## config.mk

```make
export PLATFORM = sky130hd
export DESIGN_NAME = fetch_stage
export DESIGN_NICKNAME = d
export VERILOG_FILES = /design/src/rtl/fetch_stage.sv
export SDC_FILE = /design/constraint.sdc
export NUM_CORES = 1
export LEC_CHECK = 0
export ABC_CLOCK_PERIOD_IN_PS = 2650
export CAP_MARGIN = 25
export CORE_MARGIN = 5
export CORE_UTILIZATION = 50
export CTS_BUF_LIST = sky130_fd_sc_hd__clkbuf_8
export DETAILED_ROUTE_END_ITERATION = 10
export PLACE_DENSITY = 0.82
export RECOVER_POWER = 100
export SLEW_MARGIN = 15
export SYNTH_ARGS = -nofsm -noshare
export SYNTH_HDL_FRONTEND = slang
export SYNTH_SLANG_ARGS = --single-unit
```

## constraint.sdc

```tcl
create_clock -name clk -period 2.65 [get_ports clk]
set_input_delay 0.3975 -clock clk [delete_from_list [all_inputs] [get_ports clk]]
set_output_delay 0.3975 -clock clk [all_outputs]
set_load 0.01 [all_outputs]
```

## src/rtl/fetch_stage.sv

```systemverilog
// Instruction fetch stage: 2-entry {pc, instr} buffer in front of a single-outstanding memory port.
// Optional bubble counter is built when FETCH_PERF_EN is defined.
module fetch_stage #(
    parameter logic [31:0] RESET_PC = 32'h0000_0000
) (
    input  logic        clk,
    input  logic        rst_n,
    input  logic        taken,
    input  logic [31:0] branch_target,
    input  logic        flush_fe,
    input  logic        pc_stall,
    output logic        imem_req,
    output logic [31:0] imem_addr,
    input  logic        imem_ack,
    input  logic [31:0] imem_rdata,
    output logic        fe_valid,
    output logic [31:0] fe_instr,
    output logic [31:0] fe_pc,
    output logic [31:0] fetch_bubbles
);

    typedef enum logic [1:0] {IDLE, REQ, DRAIN} state_t;

    state_t      state;
    logic [31:0] fetch_pc;
    logic [1:0]  count;
    logic [31:0] pc0, pc1, instr0, instr1;

    logic        redirect, accept, push, pop;
    logic [1:0]  occ_next;
    logic [31:0] target, pc_inc;

    assign redirect = taken | flush_fe;
    assign target   = branch_target & ~32'd3;
    assign pc_inc   = fetch_pc + 32'd4;
    assign accept   = imem_req & imem_ack;
    // Responses are only kept in REQ; a DRAIN ack belongs to the abandoned path.
    assign push     = accept & (state == REQ) & ~redirect;
    assign pop      = (count != 2'd0) & ~pc_stall & ~redirect;

    always_comb begin
        occ_next = count;
        if (push && !pop)
            occ_next = count + 2'd1;
        else if (pop && !push)
            occ_next = count - 2'd1;
    end

    assign fe_valid = (count != 2'd0);
    assign fe_pc    = pc0;
    assign fe_instr = instr0;

    always_ff @(posedge clk or negedge rst_n) begin
        if (!rst_n) begin
            count  <= 2'd0;
            pc0    <= 32'd0;
            pc1    <= 32'd0;
            instr0 <= 32'd0;
            instr1 <= 32'd0;
        end else if (redirect) begin
            count <= 2'd0;
        end else begin
            count <= occ_next;
            case ({push, pop})
                2'b10: begin
                    if (count == 2'd0) begin
                        pc0    <= imem_addr;
                        instr0 <= imem_rdata;
                    end else begin
                        pc1    <= imem_addr;
                        instr1 <= imem_rdata;
                    end
                end
                2'b01: begin
                    pc0    <= pc1;
                    instr0 <= instr1;
                end
                2'b11: begin
                    // With one entry the new word goes straight to the head.
                    if (count == 2'd1) begin
                        pc0    <= imem_addr;
                        instr0 <= imem_rdata;
                    end else begin
                        pc0    <= pc1;
                        instr0 <= instr1;
                        pc1    <= imem_addr;
                        instr1 <= imem_rdata;
                    end
                end
                default: ;
            endcase
        end
    end

    always_ff @(posedge clk or negedge rst_n) begin
        if (!rst_n) begin
            state     <= IDLE;
            fetch_pc  <= RESET_PC;
            imem_req  <= 1'b0;
            imem_addr <= RESET_PC;
        end else begin
            case (state)
                IDLE: begin
                    state     <= REQ;
                    imem_req  <= 1'b1;
                    imem_addr <= redirect ? target : fetch_pc;
                    fetch_pc  <= redirect ? target : fetch_pc;
                end
                REQ: begin
                    if (redirect) begin
                        fetch_pc <= target;
                        if (imem_req && !imem_ack) begin
                            state <= DRAIN;
                        end else begin
                            imem_req  <= 1'b1;
                            imem_addr <= target;
                        end
                    end else if (accept) begin
                        fetch_pc <= pc_inc;
                        if (occ_next < 2'd2) begin
                            imem_req  <= 1'b1;
                            imem_addr <= pc_inc;
                        end else begin
                            imem_req <= 1'b0;
                        end
                    end else if (!imem_req && occ_next <= 2'd1) begin
                        imem_req  <= 1'b1;
                        imem_addr <= fetch_pc;
                    end
                end
                DRAIN: begin
                    if (redirect)
                        fetch_pc <= target;
                    if (imem_ack) begin
                        imem_req <= 1'b0;
                        state    <= REQ;
                    end
                end
                default: state <= IDLE;
            endcase
        end
    end

`ifdef FETCH_PERF_EN
    logic [31:0] bubble_cnt;

    always_ff @(posedge clk or negedge rst_n) begin
        if (!rst_n)
            bubble_cnt <= 32'd0;
        else if (!fe_valid && bubble_cnt != 32'hFFFF_FFFF)
            bubble_cnt <= bubble_cnt + 32'd1;
    end

    assign fetch_bubbles = bubble_cnt;
`else
    assign fetch_bubbles = 32'd0;
`endif

endmodule

```

=== After elaboration in Yosys (flattened, before gate mapping) ===
Index checks and enable logic that the tools add are counted.

* Register bits after elaboration: 197
* Input port bits: 70
* Output and inout bits: 130
* Logic and storage cells: 97

* Add/subtract/negate cells: 3
* Bitwise logic cells: 8
* Reduce and logical (&&, ||, !) cells: 23
* Muxes and demuxes: 36
* Equal/unequal tests: 16
* $lt $le $gt $ge: 2

{| class="wikitable"
|+ Operators with widths
! kind !! number
|-
| 32-bit 2-to-1 mux || 16
|-
| 32-bit case mux with 2 select lines || 4
|-
| 32-bit case mux with 3 select lines || 2
|-
| 32-bit by 3-bit adder with 32-bit output, second input constant || 1
|-
| 2-bit 2-to-1 mux || 6
|-
| 4-bit AND reduction || 3
|-
| 2-bit inequality test, second input constant || 5
|-
| 4-bit by 3-bit inequality test with 1-bit output, second input constant || 2
|-
| 2-bit nonzero test || 4
|-
| 2-bit by 1-bit equality test with 1-bit output, second input constant || 3
|-
| 2-bit equality test, second input constant || 3
|-
| 1-bit 2-to-1 mux || 6
|-
| 3-bit inequality test, second input constant || 2
|-
| 2-bit case mux with 3 select lines || 1
|-
| 3-bit AND reduction || 2
|-
| 3-bit nonzero test || 2
|-
| 1-bit bitwise AND || 5
|-
| 1-bit logical AND || 4
|-
| 1-bit logical NOT || 4
|-
| 2-bit logical NOT || 2
|-
| 1-bit case mux with 3 select lines || 1
|-
| 2-bit by 1-bit adder with 2-bit output, second input constant || 1
|-
| 2-bit by 1-bit <= comparator with 1-bit output, second input constant || 1
|-
| 2-bit less-than comparator, second input constant || 1
|-
| other kinds (6) || 7
|}

=== Depth between registers and ports, before layout ===
Gate-level depths: netlist (run 1).

* Depth in word-level cells: 13
* Depth in mapped cells: 11
* Depth with buffers taken out: 7

=== Least setup slack after synthesis (run 1) ===
Ideal clock, no wire load.

* Path type: reg-to-reg
* From: register count[1]
* To: register imem_addr[26]
* Setup time: 90 ps
* Period minus slack after synthesis: 2,111 ps
* Stages on the path, launching flop included: 10
* Data required time: 2,560 ps
* Data arrival time: 2,021 ps
* Path slack: 539 ps
* Path buffers: 2
* Cells stage by stage: dfrtp_1 inv_1 ha_1 buf_2 o21a_1 o311ai_1 o2111ai_2 buf_2 or2_2 o221ai_1

* Longest elaborated chain between the ends: 10
* Elaborated cells on any way between the ends: 16
* Those cells by class: add/sub: 2; order compare: 2; eq/ne: 2; mux: 2; bitwise: 2; reduce/logical: 6

{| class="wikitable"
|+ RTL lines
! element !! RTL line !! source
|-
| from (decl) || 26 || <nowiki>logic [1:0] count;</nowiki>
|-
| from (signal assigned) || 63 || <nowiki>count <= occ_next;</nowiki>
|-
| 2-bit nonzero test || 39 || <nowiki>assign pop = (count != 2'd0) & ~pc_stall & ~redirect;</nowiki>
|-
| 1-bit bitwise AND (2 in series) || 39 ||
|-
| 1-bit logical AND or 1-bit logical NOT (tied branches) || 45, 43 ||
|-
| 2-bit 2-to-1 mux or 1-bit logical AND (tied branches) || 45, 43 ||
|-
| 2-bit 2-to-1 mux (*) || 43 || <nowiki>if (push && !pop)</nowiki>
|-
| 2-bit by 1-bit <= comparator with 1-bit output || 126 || <nowiki>end else if (!imem_req && occ_next <= 2'd1) begin</nowiki>
|-
| 1-bit logical AND || 126 ||
|-
| 4-bit by 3-bit inequality test with 1-bit output (no source line) || n/a ||
|-
| 4-bit AND reduction (no source line) (*) || n/a ||
|-
| to (signal assigned) || 116 || <nowiki>imem_addr <= target;</nowiki>
|-
| to (signal assigned) || 122 || <nowiki>imem_addr <= pc_inc;</nowiki>
|-
| to (signal assigned) || 128 || <nowiki>imem_addr <= fetch_pc;</nowiki>
|-
| to (decl) || 13 || <nowiki>output logic [31:0] imem_addr,</nowiki>
|}

Every way passes the cells marked *; elsewhere a longest branch is shown, timed or not.
A chain may end at the register's enable or synchronous reset.

=== Worst setup path after layout (run 1) ===
* From: register count[1]
* To: register imem_addr[13]

The elaborated chain is that of the path after synthesis.

==> out/metrics.yaml, run 1 <==
setup_tns_ns: 0
wl_um: 25600
fmax_mhz: 407
cp_slowest_cell: "dfrtp_1"
rows: 52
max_stage_delay_ns: 0.43
synth-edff-count: 0
multiInputGateArea_um2: 4530
dp_cells: 1389
violations: "capacitance limit, slew limit"
finalClockSkew_ns: 0.0125
place_area_um2: 12000
clkSinkCount: 197
synth_common_cells: "dfrtp_1 (197), nand2_1 (135), mux2i_1 (66), o21ai_0 (62), mux2_2 (47)"
critPathBufInv: 3
critPathKind: "reg2reg"
hpwl_um: 18500
fin_nets: 1212
p_comb_share_pct: 38.4
clock_power_share_pct: 17.4
first_global_vias: 7774
drtIter0Drc: 723
syn-cell-area_um2: 10100
final.setup.worst_slack_ns: 0.194
layoutNonFillerInstCount: 1420
critPathMaxFanout: 38
initial_core_util_pct: 50.3
rsz0062_at_grt: "no"
crit_chain: "inv_1 -> ha_1 -> o21a_1 -> o311ai_1 -> o2111ai_1 -> buf_12 -> clkbuf_2 -> o31ai_1"
via_per_inst: 5.66
grt_max_degree: 74
dr.pass1.iters: 5
fillers: 1701
switchingPower_mw: 4.46
tightest_slew_ns: 1.68
die_area_um2: 23100
seqPwrFrac_pct: 44.2
synth_cell_types: 68
dpl_worst_slack_ns: 0.0466
min_period_over_period_pct: 92.7
htree_num_levels: 4
n_antenna_cell: 0
p_int_mw: 7.52
synth.avg_cell_area_um2: 10.1
grt.total_usage_pct: 21.8
ir_drop_mv: 0.484
synthTopCellsByArea: "dfrtp_1 (49%), mux2i_1 (6.6%), mux2_2 (5.2%)"
die_h_um: 152
place_congestion: 0.918
io_pins: 200
ys.flop_type: "dfrtp_1"
startpoint_type: "flop"
antenna_found_initial: 0
crit_family: "compound AO/OA/AOI/OAI gates"
port_buffers: 165
syn_inst: 997
clk_pin_slew_ns: 0.09
drc: 0
worst-endpoint-required_ns: 3.00
hp-class: "reg2reg"
final_max_slew_viol_count: 69
hold_viol_final: 0
worstSkewPairLatency_ns: 0.45
fin_crit_ns: 2.46
seq_area_frac_synth_pct: 48.9
grt_pass1_wl_um: 41800
via_count: 8043
status: "finished with violations"
cap_violations: 1
core_area_um2: 20000
finalPower_mw: 12.0
grt-ovfl-total: 0
die_w_um: 152
numCtsBuffers: 17
final_cell_area_um2: 12300
ys_ff_latch: 197
routedWlPerCell_um: 18.0
clk_path_buf_depth: 2
p_leak_nw: 5.31
worstPathArrival_ns: 2.80
slew-limit-headroom_pct: -11.9
synth_top_area_share_pct: 48.9
endpoint_kind: "flop"
async_flop_share_pct: 100
powerDensity_nw_per_um2: 973
ff_latch_area_um2: 4930
synthToLayoutAreaGrowth_pct: 22.1
cts_tree: "done"
root_buffer: "clkbuf_8"
setup_violations: 0
sw_frac_of_total_pct: 37.2
yosysWarningCount: 0
yosysMostFrequentCell: "dfrtp_1"
antenna_left: 0
drive_gt1_share_pct: 10.7
synth_top_cell_by_area: "dfrtp_1"
==> kinds of logic (layout without fill, tap and decap cells) <==
kind of cell	count (synthesis)	after routing	synth area share, %
simple gates	282	282	13.4
mux	131	131	13.8
fa+ha+maj	3	3	0.372
compound gates	231	231	14.3
flops	197	197	48.9
buf+inv	129	251	7.19
xor+xnor	23	23	2.00
other cells	1	32	0.0372
==> sequential cells by signal (all words and copies together), names as in the netlist, 2 cells and up <==
signal / cells
fetch_pc: 32
state: 2
count: 2
fe_pc: 32
instr1: 32
fe_instr: 32
imem_addr: 32
pc1: 32
==> cell usage in the layout, fill, tap and decap left out, types with 6 or more instances in the layout <==
cell type / synthesis / routed
dfrtp_1: 197 / 197
nand2_1: 135 / 135
xor2_1: 12 / 12
inv_1: 15 / 16
o22ai_1: 14 / 14
buf_4: 34 / 19
a21oi_1: 43 / 43
buf_12: 0 / 8
mux2_2: 47 / 47
mux2i_1: 66 / 66
o21ai_0: 62 / 93
mux2_1: 18 / 18
nand4_1: 23 / 23
clkdlybuf4s50_1: 0 / 65
and3_1: 12 / 12
a2bb2oi_1: 6 / 6
conb_1: 1 / 32
o21ai_1: 40 / 8
o31ai_1: 6 / 6
nand3_1: 28 / 28
clkbuf_8: 0 / 18
clkbuf_2: 0 / 7
dlygate4sd3_1: 0 / 100
nor3_1: 12 / 12
xnor2_1: 11 / 11
o221ai_1: 13 / 13
nor2_1: 36 / 35
==> power groups by stage <==
| stage | registers (mW) | logic, mW | clock network, mW |
|---|---|---|---|
| 4_1_cts | 5.31 | 5.00 | 2.14 |
| 6_report | 5.29 | 4.60 | 2.09 |
| 3_3_place_gp | 5.28 | 4.82 | 0 |
| 2_1_floorplan | 5.28 | 2.48 | 0 |
| 5_1_grt | 5.47 | 5.04 | 2.26 |
| 3_5_place_dp | 5.37 | 4.98 | 0 |
==> routing by layer <==
metal / up-vias / routed length, um / global-route usage (%)
li1: 3782 / - / -
met1: 3924 / 11100 / 29.8
met2: 300 / 12600 / 36.3
met3: 37 / 1310 / 2.90
met4: 0 / 562 / 6.89
met5: - / 0 / 0
==> final timing paths <==
path	start	endpoint	slack (ns)	cells past startpoint
setup reg to reg	count[1]	imem_addr[13]	0.19	8
min in group asynchronous	rst_n	fe_instr[27]	0.93	2
hold reg to reg	fe_pc[22]	fe_pc[22]	0.48	2
max in group asynchronous	rst_n	imem_addr[13]	0.44	3
setup / recovery	count[1]	imem_addr[13]	0.19	8
hold / removal	fe_pc[22]	fe_pc[22]	0.48	2
==> metrics by stage <==
stage,utilization [%],hold slack [ns]
6_report,61.4,0.477
5_1_grt,61.4,0.500
4_1_cts,62.1,0.490
3_5_place_dp,59.9,0.430
3_3_place_gp,59.9,0.424
2_1_floorplan,-,0.102
==> layout make-up <==
cell class,instances,share of cell area (%)
clock buffers,18,2.01
clock inverters,12,1.45
inverters,16,0.488
multi-input cells,702,36.8
flip-flops and latches,197,40.0
well taps,270,2.74
repair buffers,205,16.5
==> worst min-delay path: cells and delay by family, from the launching register on <==
family	cells	cell delay, ns
AOI/OAI and AO/OA	1	0.06
DFF	1	0.34
and+or+nand+nor	1	0.04
==> repair_timing <==
action,4_1_cts,5_1_grt
hold buffers,1,0
hold endpoints to repair,65,0
setup buffers,0,0
gates resized for setup,0,0
(Power assumes the default switching activity.)
==> inputs of run 2 (changes only) <==
- DONT_BUFFER_PORTS: default -> 1
- PLACE_DENSITY: 0.82 -> 0.69
==> out/metrics.yaml, run 2 (synthesis results as in run 1) <==
status: "finished with violations"
violations: "hold timing"
p_int_mw: 6.19
setup_tns_ns: 0
p_leak_nw: 4.46
min_period_over_period_pct: 93.2
io_pins: 200
grt-busiest-layer: "met2"
clock_power_share_pct: 18.6
routedWlPerCell_um: 19.2
endpoint_kind: "flop"
holdWs_ns: -0.396
startpoint_type: "flop"
setup_violations: 0
fin_util_pct: 52.5
drc: 0
critPathMaxFanout: 64
place_congestion: 0.889
clk_pin_slew_ns: 0.12
worstSkewPairLatency_ns: 0.47
final_max_slew_viol_count: 0
final_cell_mix: "dfrtp_1 (197), nand2_1 (135), o21ai_0 (94)"
htree_num_levels: 4
ir_drop_mv: 0.303
die_area_um2: 23100
layoutNonFillerInstCount: 1241
critPathKind: "reg2reg"
finalPower_mw: 10.5
wl_um: 23800
cts_hold_buf: 1
worstPathArrival_ns: 2.82
use_met3_pct: 7.08
multiInputGateArea_um2: 4550
fillers: 1887
die_h_um: 152
numCtsBuffers: 17
seqPwrFrac_pct: 55.3
initial_core_util_pct: 50.3
antenna_found_initial: 0
fmax_mhz: 405
via_per_inst: 5.78
antenna_left: 0
ff_latch_area_um2: 4930
dp_cells: 1208
rr_worst_depth: 5
rsz0062_at_grt: "no"
drtIter0Drc: 576
n_antenna_cell: 0
use_met1_pct: 27.7
grt_max_degree: 198
hold_viol_final: 197
core_area_um2: 20000
grt.total_usage_pct: 20.6
grt_pass1_wl_um: 38900
grt-ovfl-total: 0
first_global_vias: 6856
reg2reg_setup_slack_ns: 0.18
rows: 52
worst-endpoint-required_ns: 3.00
slew-limit-headroom_pct: 40.7
reg2reg_from: "imem_req"
powerDensity_nw_per_um2: 1000
hp-class: "in2async"
tightest_slew_ns: 0.881
root_buffer: "clkbuf_8"
switchingPower_mw: 4.34
fin_nets: 1031
sw_frac_of_total_pct: 41.2
clkSinkCount: 197
cap_violations: 0
gr-usage-met2_pct: 31.6
hpwl_um: 16700
clk_path_buf_depth: 2
via_count: 7168
p_comb_share_pct: 26.1
die_w_um: 152
cts_setup_buffers: 0
drive_gt1_share_pct: 10.9
synthToLayoutAreaGrowth_pct: 4.41
finalClockSkew_ns: 0.0213
final_common_cell: "dfrtp_1"
reg2reg_to: "pc1[19]"
cts_tree: "done"
fin_crit_ns: 2.47
dr.pass1.iters: 5
port_buffers: 0
-- run 2: cell types whose count changed in the layout (fill, tap and decap cells not counted), moves of 4 or more --
cell / previous run / this run
dlygate4sd3_1: 100 / 1
clkdlybuf4s50_1: 65 / 0
buf_4: 19 / 7
clkbuf_2: 7 / 1
bufinv_16: 4 / 0
clkbuf_1: 3 / 7
inv_6: 3 / 7
inv_8: 0 / 4
-- run 2: power by group through the flow --
stage / Combinational [mW] / Sequential, mW / Clock (mW)
6_report: 2.76 / 5.83 / 1.96
3_5_place_dp: 2.85 / 5.93 / 0
3_3_place_gp: 2.76 / 5.85 / 0
4_1_cts: 2.87 / 5.85 / 2.02
2_1_floorplan: 2.48 / 5.28 / 0
5_1_grt: 3.14 / 6.02 / 2.14
-- run 2: final cells by class --
type | instances | share of cell area (%)
flip-flops and latches | 197 | 46.8
clock inverters | 15 | 1.63
repair buffers | 24 | 2.33
inverters | 16 | 0.571
clock buffers | 17 | 2.22
multi-input cells | 702 | 43.2
well taps | 270 | 3.21
-- run 2: timing repair --
item	in CTS	in global routing
hold endpoints to repair	198	197
endpoints found under the setup margin	0	3
gates resized for setup	0	1
-- run 2: routing by layer --
metal / share of wire [%] / vias to the layer above
met2: 47 / 243
met1: 43 / 3484
met3: 8.8 / 25
li1: - / 3416
met5: 0 / -
met4: 1.8 / 0
-- run 2: per-stage QoR --
stage	cell area, um^2	worst slack, ns
4_1_cts	10600	0.135
3_3_place_gp	10200	0.245
2_1_floorplan	10200	0.539
5_1_grt	10500	0.0486
6_report	10500	0.180
3_5_place_dp	10200	0.170
-- run 2: worst max-delay path: stages (launching register included) --
cell and delay (ns):
dfrtp_1 0.56, and4b_4 0.36, nand2_4 0.12, nor3_4 0.16, buf_4 0.69, mux2_2 0.41
-- run 2: how the worst max path moves through the flow --
| stage | startpoint | end | slack (ns) | depth (start not counted) |
|---|---|---|---|---|
| floorplan | count[1] | imem_addr[26] | 0.54 | 9 |
| global placement | count[1] | imem_addr[17] | 0.24 | 7 |
| detailed placement | count[1] | imem_addr[18] | 0.17 | 7 |
| CTS | count[1] | imem_addr[18] | 0.13 | 7 |
| global route | imem_req | instr1[17] | 0.05 | 5 |
| finish | imem_req | pc1[19] | 0.18 | 5 |
